==> src/rtl/usb_sched_pkg.sv <==
// rtl/usb_sched_pkg.sv - shared encodings for the USB transaction scheduler
package usb_sched_pkg;

    typedef enum logic [1:0] {
        TT_SETUP    = 2'd0,
        TT_IN       = 2'd1,
        TT_OUTDATA0 = 2'd2,
        TT_OUTDATA1 = 2'd3
    } transType_t;

    typedef enum logic [2:0] {
        RX_TIMEOUT      = 3'd0,
        RX_CRC_ERR      = 3'd1,
        RX_BITSTUFF_ERR = 3'd2,
        RX_OVERFLOW     = 3'd3,
        RX_NAK          = 3'd4,
        RX_STALL        = 3'd5,
        RX_ACK          = 3'd6,
        RX_DATA_SEQ     = 3'd7
    } rxBit_t;

    typedef enum logic [2:0] {
        S_IDLE,
        S_GUARD,
        S_REQ,
        S_WAIT,
        S_EVAL,
        S_SOFWAIT,
        S_BACKOFF,
        S_REPORT
    } schedState_t;

    typedef struct packed {
        transType_t  dType;
        logic        iso;
        logic [6:0]  addr;
        logic [3:0]  endP;
    } desc_t;

endpackage

==> src/rtl/usb_desc_fifo.sv <==
// rtl/usb_desc_fifo.sv - descriptor FIFO with single-cycle flush, level and full
module usb_desc_fifo #(
    parameter int DEPTH = 4,
    parameter int WIDTH = 14
) (
    input  logic                     clk,
    input  logic                     rst,
    input  logic                     wrEn,
    input  logic [WIDTH-1:0]         wrData,
    input  logic                     rdEn,
    output logic [WIDTH-1:0]         rdData,
    input  logic                     flush,
    output logic                     full,
    output logic                     empty,
    output logic [$clog2(DEPTH):0]   level
);
    localparam int AW = $clog2(DEPTH);

    logic [WIDTH-1:0] mem [DEPTH];
    logic [AW-1:0]    wrPtr;
    logic [AW-1:0]    rdPtr;
    logic [AW:0]      count;
    logic             doWr;
    logic             doRd;

    // flush outranks a push in the same cycle
    assign doWr   = wrEn && !full && !flush;
    assign doRd   = rdEn && !empty;
    assign full   = (count == (AW+1)'(DEPTH));
    assign empty  = (count == '0);
    assign level  = count;
    assign rdData = mem[rdPtr];

    always_ff @(posedge clk) begin
        if (doWr) begin
            mem[wrPtr] <= wrData;
        end
    end

    always_ff @(posedge clk or negedge rst) begin
        if (!rst) begin
            wrPtr <= '0;
            rdPtr <= '0;
            count <= '0;
        end else if (flush) begin
            wrPtr <= '0;
            rdPtr <= '0;
            count <= '0;
        end else begin
            if (doWr) wrPtr <= wrPtr + 1'b1;
            if (doRd) rdPtr <= rdPtr + 1'b1;
            count <= count + {{AW{1'b0}}, doWr} - {{AW{1'b0}}, doRd};
        end
    end

endmodule

==> src/rtl/usb_trans_scheduler.sv <==
// rtl/usb_trans_scheduler.sv - sequences queued descriptors into the host controller with retry
module usb_trans_scheduler
    import usb_sched_pkg::*;
#(
    parameter int          DEPTH       = 4,
    parameter int          MAX_RETRY   = 3,
    parameter logic [15:0] FS_GUARD    = 16'd46000,
    parameter logic [15:0] LS_GUARD    = 16'd40000,
    parameter logic [7:0]  ERR_BACKOFF = 8'd32
) (
    input  logic                     clk,
    input  logic                     rst,
    input  logic                     descWEn,
    input  logic [1:0]               descType,
    input  logic                     descIso,
    input  logic [6:0]               descAddr,
    input  logic [3:0]               descEndP,
    output logic                     descFull,
    output logic [$clog2(DEPTH):0]   descLevel,
    input  logic                     flush,
    output logic                     transReq,
    output logic [1:0]               transType,
    output logic [6:0]               TxAddr,
    output logic [3:0]               TxEndP,
    output logic                     isoEn,
    input  logic                     transDone,
    input  logic [7:0]               RxPktStatus,
    input  logic [15:0]              SOFTimer,
    input  logic                     SOFSent,
    input  logic                     fullSpeedRate,
    output logic                     resultValid,
    output logic [7:0]               resultStatus,
    output logic [3:0]               resultRetries,
    output logic                     busy
);
    schedState_t state, stateNext;
    desc_t       pushDesc, fifoDesc, cur;
    logic        fifoEmpty;
    logic        pop;
    logic [3:0]  retryCnt;
    logic [7:0]  statusReg;
    logic [7:0]  backoffCnt;
    logic [15:0] guardLimit;
    logic        canRetry;
    logic        finalStatus;
    logic        linkErr;

    assign pushDesc = '{dType: transType_t'(descType), iso: descIso, addr: descAddr, endP: descEndP};

    usb_desc_fifo #(.DEPTH(DEPTH), .WIDTH($bits(desc_t))) uFifo (
        .clk    (clk),
        .rst    (rst),
        .wrEn   (descWEn),
        .wrData (pushDesc),
        .rdEn   (pop),
        .rdData (fifoDesc),
        .flush  (flush),
        .full   (descFull),
        .empty  (fifoEmpty),
        .level  (descLevel)
    );

    assign transType     = cur.dType;
    assign TxAddr        = cur.addr;
    assign TxEndP        = cur.endP;
    assign isoEn         = cur.iso;
    assign resultStatus  = statusReg;
    assign resultRetries = retryCnt;

    assign guardLimit  = fullSpeedRate ? FS_GUARD : LS_GUARD;
    assign canRetry    = (retryCnt < 4'(MAX_RETRY));
    assign finalStatus = statusReg[RX_ACK] | statusReg[RX_STALL] | statusReg[RX_OVERFLOW] | cur.iso;
    assign linkErr     = statusReg[RX_TIMEOUT] | statusReg[RX_CRC_ERR] | statusReg[RX_BITSTUFF_ERR];

    always_comb begin
        stateNext = state;
        pop       = 1'b0;
        case (state)
            S_IDLE: begin
                if (!fifoEmpty && !flush) begin
                    pop       = 1'b1;
                    stateNext = S_GUARD;
                end
            end
            // an SOF pulse opens a fresh frame even if the timer has not been read back yet
            S_GUARD:   if (SOFTimer < guardLimit || SOFSent) stateNext = S_REQ;
            S_REQ:     stateNext = S_WAIT;
            S_WAIT:    if (transDone) stateNext = S_EVAL;
            S_EVAL: begin
                if (finalStatus)                             stateNext = S_REPORT;
                else if (statusReg[RX_NAK] && canRetry)      stateNext = S_SOFWAIT;
                else if (linkErr && canRetry)                stateNext = S_BACKOFF;
                else                                         stateNext = S_REPORT;
            end
            S_SOFWAIT: if (SOFSent) stateNext = S_GUARD;
            S_BACKOFF: if (backoffCnt == 8'd0) stateNext = S_GUARD;
            S_REPORT:  stateNext = S_IDLE;
            default:   stateNext = S_IDLE;
        endcase
    end

    always_ff @(posedge clk or negedge rst) begin
        if (!rst) begin
            state       <= S_IDLE;
            cur         <= '0;
            retryCnt    <= '0;
            statusReg   <= '0;
            backoffCnt  <= '0;
            transReq    <= 1'b0;
            resultValid <= 1'b0;
            busy        <= 1'b0;
        end else begin
            state       <= stateNext;
            transReq    <= (stateNext == S_WAIT);
            resultValid <= (stateNext == S_REPORT);
            busy        <= (stateNext != S_IDLE);
            if (pop) begin
                cur      <= fifoDesc;
                retryCnt <= '0;
            end
            if (state == S_WAIT && transDone) statusReg <= RxPktStatus;
            if (state == S_EVAL && (stateNext == S_SOFWAIT || stateNext == S_BACKOFF))
                retryCnt <= retryCnt + 4'd1;
            // loaded one short so BACKOFF lasts exactly ERR_BACKOFF cycles
            if (state == S_EVAL)         backoffCnt <= ERR_BACKOFF - 8'd1;
            else if (state == S_BACKOFF) backoffCnt <= backoffCnt - 8'd1;
        end
    end

endmodule
==> config.mk <==
export PLATFORM = sky130hd
export DESIGN_NAME = usb_trans_scheduler
export DESIGN_NICKNAME = d
export VERILOG_FILES = /design/src/rtl/usb_sched_pkg.sv /design/src/rtl/usb_desc_fifo.sv /design/src/rtl/usb_trans_scheduler.sv
export SDC_FILE = /design/constraint.sdc
export NUM_CORES = 1
export LEC_CHECK = 0
export ABC_AREA = 1
export BUFFER_PORTS_ARGS = -buffer_cell sky130_fd_sc_hd__buf_4
export CAP_MARGIN = 15
export CORE_MARGIN = 2
export CORE_UTILIZATION = 30
export CTS_BUF_LIST = sky130_fd_sc_hd__clkbuf_8
export CTS_CLUSTER_SIZE = 16
export DETAILED_ROUTE_END_ITERATION = 10
export GPL_ROUTABILITY_DRIVEN = 1
export GPL_TIMING_DRIVEN = 0
export PLACE_DENSITY = 0.47
export SETUP_SLACK_MARGIN = 0.15
export SYNTH_ARGS = -nofsm -noshare
export SYNTH_HDL_FRONTEND = slang
export SYNTH_HIERARCHICAL = 1
export SYNTH_SLANG_ARGS = --single-unit
==> constraint.sdc <==
create_clock -name clk -period 2.55 [get_ports clk]
set_clock_uncertainty 0.1 [all_clocks]
set_input_delay 0.1275 -clock clk [delete_from_list [all_inputs] [get_ports clk]]
set_output_delay 0.1275 -clock clk [all_outputs]
set_load 0.02 [all_outputs]
== Word level (Yosys, flattened, before mapping) ==
Memories as Yosys holds them, arrays and structs flattened. A register that Yosys moved wholly into a read port is not among the register bits.
Index checks and enable logic that the tools add are counted.

* Input port bits: 45
* Memories kept: 1
* Word-level logic and storage cells: 81
* Output and inout port bits: 33
* RAM bits: 56
* Flip-flop bits (word level): 33

{| class="wikitable"
|+ Memories
! memory !! depth !! bits a word !! rd ports !! clocked after memory_dff !! wr ports !! line !! text
|-
| uFifo.mem || 4 || 14 || 1 || 1 || 1 || usb_desc_fifo.sv:19 || <nowiki>logic [WIDTH-1:0] mem [DEPTH];</nowiki>
|}

* Add/sub/neg operators: 6
* Eq/ne operators: 12
* Reductions and logical operators: 22
* Bitwise operators: 5
* Mux-type cells: 23
* Order comparisons: 2

{| class="wikitable"
|+ Operators with widths
! cell !! count
|-
| $eq A3 B3 Y1 const B || 8
|-
| $pmux W3 S8 || 1
|-
| $mux W3 || 6
|-
| $lt A16 B16 Y1 || 1
|-
| $mux W8 || 2
|-
| $mux W14 || 1
|-
| $mux W2 || 6
|-
| $eq A3 B2 Y1 const B || 3
|-
| $logic_and A1 B1 Y1 || 8
|-
| $logic_not A8 Y1 || 1
|-
| $mux W4 || 2
|-
| $reduce_bool A2 Y1 || 4
|-
| $sub A8 B1 Y8 const B || 1
|-
| $logic_not A3 Y1 || 2
|-
| $mux W1 || 5
|-
| $or A1 B1 Y1 || 5
|-
| $add A2 B1 Y2 const B || 2
|-
| $add A4 B1 Y4 const B || 1
|-
| $logic_not A1 Y1 || 4
|-
| $lt A4 B2 Y1 const B || 1
|-
| $add A3 B1 Y3 || 1
|-
| $eq A3 B1 Y1 const B || 1
|-
| $reduce_bool A3 Y1 || 1
|-
| $sub A3 B1 Y3 || 1
|-
| $logic_or A1 B1 Y1 || 2
|}

== Depth between registers and ports, before layout ==
* Depth in word-level cells: 11
* Depth in mapped cells: 17
* Gate-level depth less buffers: 15

== Modules after synthesis ==
The synthesis kept the hierarchy.

{| class="wikitable"
|+ Modules (own cells, without submodules)
! module !! cells an instance !! sequential area each (um^2) !! times used !! area each (um^2)
|-
| usb_desc_fifo || 200 || 1856.8 || 1 || 2688.8
|-
| usb_trans_scheduler || 233 || 1001.0 || 1 || 2042.0
|}

== Worst setup path before layout ==
No wires, ideal clock.

* Path type: reg-to-reg
* Start: reg uFifo.count[1] (netlist: uFifo/level[1])
* End: reg uFifo.count[2] (netlist: uFifo/level[2])
* Arrival time: 2.559 ns
* Required time: 2.331 ns
* Clock period less this slack: 2.778 ns
* Path buffers: 2
* Stages on the path, launching flop included: 17
* Setup time: 0.119 ns
* Setup slack: -0.228 ns
* Path through: dfrtp_1 nor2_1 nand2_1 inv_1 nor2_1 and3_1 buf_2 buf_1 nand2_1 inv_1 ha_1 inv_1 ha_1 inv_1 fa_1 a21oi_1 nor2_1

* Word-level cells in the longest chain between the ends: 8
* Elaborated cells on any way between the ends: 13
* Classes of those cells: add/sub: 2; eq/ne: 1; mux: 3; reduce/logical: 7

{| class="wikitable"
|+ Ends and longest elaborated chain
! item !! line !! text
|-
| start, declared || usb_desc_fifo.sv:22 || <nowiki>logic [AW:0] count;</nowiki>
|-
| start signal, assigned || usb_desc_fifo.sv:52 || <nowiki>count <= count + {{AW{1'b0}}, doWr} - {{AW{1'b0}}, doRd};</nowiki>
|-
| $logic_not A3 Y1 || usb_desc_fifo.sv:30 || <nowiki>assign empty = (count == '0);</nowiki>
|-
| via fifoEmpty || usb_trans_scheduler.sv:38 || <nowiki>logic fifoEmpty;</nowiki>
|-
| $logic_not A1 Y1 || usb_trans_scheduler.sv:80 || <nowiki>if (!fifoEmpty && !flush) begin</nowiki>
|-
| $logic_and A1 B1 Y1 || usb_trans_scheduler.sv:80 ||
|-
| $mux W1 || usb_trans_scheduler.sv:80 ||
|-
| $mux W1 || usb_trans_scheduler.sv:78 || <nowiki>case (state)</nowiki>
|-
| via pop || usb_trans_scheduler.sv:39 || <nowiki>logic pop;</nowiki>
|-
| $logic_and A1 B1 Y1 || usb_desc_fifo.sv:28 || <nowiki>assign doRd = rdEn && !empty;</nowiki>
|-
| $sub A3 B1 Y3 || usb_desc_fifo.sv:52 ||
|-
| $mux W3 || usb_desc_fifo.sv:45 || <nowiki>end else if (flush) begin</nowiki>
|}

The timed path passes the listed nets, and every way through them passes these cells.
A chain may end at the register's enable or synchronous reset.

== Final worst setup path ==
* Start: reg uFifo.count[1] (netlist: uFifo/level[1])
* End: reg uFifo.count[1] (netlist: uFifo/level[1])

The elaborated chain is that of the path after synthesis.

==> results.sh <==
export IMPL_layout_setup_ws_ps=162
export IMPL_critPathLaunchType="flip-flop"
export IMPL_gp_congestion=0.791
export IMPL_irDropWorstVdd_mv=0.379
export IMPL_rsz0062_at_grt="yes"
export IMPL_finalCritPeriodShare_pct=93.7
export IMPL_holdWs_ps=222
export IMPL_n_antenna_cell=0
export IMPL_p_per_area_mw_per_mm2=832
export IMPL_cts_tree="built"
export IMPL_ys_seq_area_share_pct=60.4
export IMPL_synth_edf_count=56
export IMPL_maxCapViolations=0
export IMPL_io_buffers=73
export IMPL_rows=45
export IMPL_grt_first_pass_wirelength_mm=17.0
export IMPL_insertion_delay_ps=390
export IMPL_seq_area_sq_mm=0.00286
export IMPL_tightestPinTransition_ps=920
export IMPL_avgSynthCellArea_sq_um=10.9
export IMPL_cp_arrival_ps=2610
export IMPL_routedWlPerCell_um=14.3
export IMPL_grt_util_met1_pct=17.1
export IMPL_grt_max_degree=48
export IMPL_hold_class="input pin to asynchronous set/reset pin"
export IMPL_vias_per_cell=4.37
export IMPL_track_usage_pct=13.6
export IMPL_drive_above_1_share_pct=31.4
export IMPL_busiest_layer="met2"
export IMPL_syn_inst=433
export IMPL_synth_ff_type="edfxtp_1"
export IMPL_ant_nets=0
export IMPL_end_kind="flip-flop"
export IMPL_setup_viol=0
export IMPL_wl_mm=11.0
export IMPL_crit_path_start="uFifo/level[1]$_DFF_PN0_"
export IMPL_hold_viol_final=0
export IMPL_h_tree_depth=3
export IMPL_clockBufferDepth=2
export IMPL_detailedRoute_firstIterationViolations=200
export IMPL_vias=3369
export IMPL_fp_dieH_um=130
export IMPL_synth_seq_cells=103
export IMPL_multiInputGateArea_sq_mm=0.00168
export IMPL_overflow=0
export IMPL_nets=618
export IMPL_drt_pass1_iter_count=4
export IMPL_drc=0
export IMPL_die_x_um=130
export IMPL_cts_buffers=9
export IMPL_slew_headroom_pct=38.6
export IMPL_synth_cell_types=39
export IMPL_slew_viol_final=0
export IMPL_synthArstFlopShare_pct=45.6
export IMPL_path_clk_slew_ps=100
export IMPL_cts_root_buf="clkbuf_8"
export IMPL_syn_nets=496
export IMPL_required_ps=2770
export IMPL_r2r_start="uFifo/level[1]$_DFF_PN0_"
export IMPL_rr_endpoint="uFifo/level[1]$_DFF_PN0_"
export IMPL_antenna_found_initial=0
export IMPL_syn_area_sq_mm=0.00473
export IMPL_r2r_slack_ps=160
export IMPL_grt_pass1_vias=3230
export IMPL_start_util_pct=30.9
export IMPL_final_setup_tns_ps=0
export IMPL_n_fill_cell=1536
export IMPL_total_leakage_power_nw=2.72
export IMPL_io_pins=78
export IMPL_cp_endpoint="uFifo/level[1]$_DFF_PN0_"
export IMPL_dp_cells=717
export IMPL_syn_to_final_growth_pct=30.4
export IMPL_fin_cells=771
export IMPL_place_ws_ps=17.1
export IMPL_dieArea_sq_mm=0.0168
export IMPL_finalCriticalPeriod_ps=2390
export IMPL_power_w=0.00513
export IMPL_cts_num_sinks=103
export IMPL_rr_worst_depth=15
export IMPL_fmax_mhz=419
export IMPL_cp_max_fo=4
export IMPL_dp_hpwl_mm=7.31
export IMPL_grtUsageMet3_pct=3.22
export IMPL_grtUsageMet2_pct=23.2
export IMPL_status="complete, no violations"
export IMPL_crit_type="flip-flop to flip-flop"
export IMPL_ys_warn_count=6
export IMPL_core_sq_mm=0.0153
[power breakdown]
part           leakage (nW)  switching (W)  internal, W
logic                  1.53        0.00104     0.000766
clock network        0.0939       0.000597     0.000359
registers              1.09       0.000258      0.00211
total                  2.72        0.00190      0.00324
[area by class of cell]
type	instances	area share, %
Sequential cell	103	46.4
Clock inverter	7	0.811
Multi-Input combinational cell	271	27.3
Buffer	12	1.70
Clock buffer	9	2.01
Tap cell	211	4.28
Timing Repair Buffer	111	14.6
Inverter	47	2.92
[worst min path at each step]
stage,startpoint,endpoint,slack (ps),depth (start not counted)
CTS,SOFTimer[14],state[1]$_DFF_PN0_,220,8
global placement,rst,uFifo/wrPtr[0]$_DFFE_PN0P_,110,1
finish,rst,uFifo/wrPtr[1]$_DFFE_PN0P_,220,2
floorplan,rst,TxAddr[0]$_DFFE_PN0P_,-270,0
detailed placement,rst,uFifo/wrPtr[0]$_DFFE_PN0P_,110,1
global route,rst,uFifo/wrPtr[1]$_DFFE_PN0P_,260,2
[cell usage in the layout (no fill, tap or decap), types with 6 or more instances in the layout]
| master | count |
|---|---|
| buf_4 | 85 |
| nand2_1 | 79 |
| edfxtp_1 | 56 |
| dfrtp_1 | 44 |
| nor2_1 | 44 |
| inv_1 | 35 |
| o21ai_0 | 28 |
| dlygate4sd3_1 | 27 |
| nand3_1 | 21 |
| ha_1 | 15 |
| nor2_4 | 12 |
| inv_2 | 11 |
| clkbuf_8 | 9 |
| o22ai_2 | 9 |
| nor3_1 | 7 |
| buf_2 | 7 |
| nand4_1 | 6 |
| mux2_2 | 6 |
[per-stage QoR]
step	utilization, %	instance area [sq um]
floorplan	-	4790
global placement	36.6	5600
detailed placement	36.6	5610
CTS	39.8	6090
global route	40.3	6170
finish	40.3	6170
[state kept, by name, summed over array words and instances, names as in the netlist, 2 cells and up]
name and cells:
uFifo/mem 56, backoffCnt 8, resultStatus 8, TxAddr 7
TxEndP 4, resultRetries 4, state 3, uFifo/level 3
transType 2, uFifo/rdPtr 2, uFifo/wrPtr 2
[routing by layer]
metal / part of all wire (%) / wire length [um]
met1: 46 / 5080
met2: 48 / 5290
met3: 4.3 / 478
met4: 1.4 / 157
met5: 0 / 0
[critical path, stage by stage (launching register included)]
cell and delay [ps]:
dfrtp_2 440, nor2_4 120, nand2_2 80, inv_2 50
nor2_2 30, and3_4 170, buf_6 120, buf_12 120
nand2_4 50, inv_2 40, ha_4 250, inv_2 40
ha_4 140, inv_2 40, fa_2 410, nor2_1 110
[synthesized netlist by cell type, types with 7 or more instances]
cell type | count | area, sq um
inv_2 | 7 | 26.3
dfrtp_1 | 47 | 1180
o21ai_0 | 28 | 140
o22ai_2 | 9 | 113
nor2_1 | 50 | 188
nand3_1 | 22 | 110
nand2_1 | 81 | 304
nor3_1 | 7 | 35.0
inv_1 | 38 | 143
nor2_4 | 10 | 113
edfxtp_1 | 56 | 1680
ha_1 | 17 | 213
buf_2 | 8 | 40.0
[what timing repair did]
action                                 4_1_cts  5_1_grt
buffers inserted                             4        7
setup endpoints to repair                    2       58
endpoints found under the hold margin      120        0
hold buffers                                27        0
resized for setup                            2        6
pin swaps                                    1        5
[cells by family (layout without fill, tap and decap cells)]
logic type / after synthesis / after routing / share of synthesized area (%)
adders and majority gates: 18 / 18 / 4.92
AOI/OAI and AO/OA: 54 / 54 / 7.51
and+or+nand+nor: 189 / 189 / 19.3
muxes: 8 / 8 / 1.90
DFF: 103 / 103 / 60.4
buffers and inverters: 59 / 186 / 5.55
xor gates and xnor gates: 2 / 2 / 0.370
Note: power is estimated with default switching activity, not from simulation.
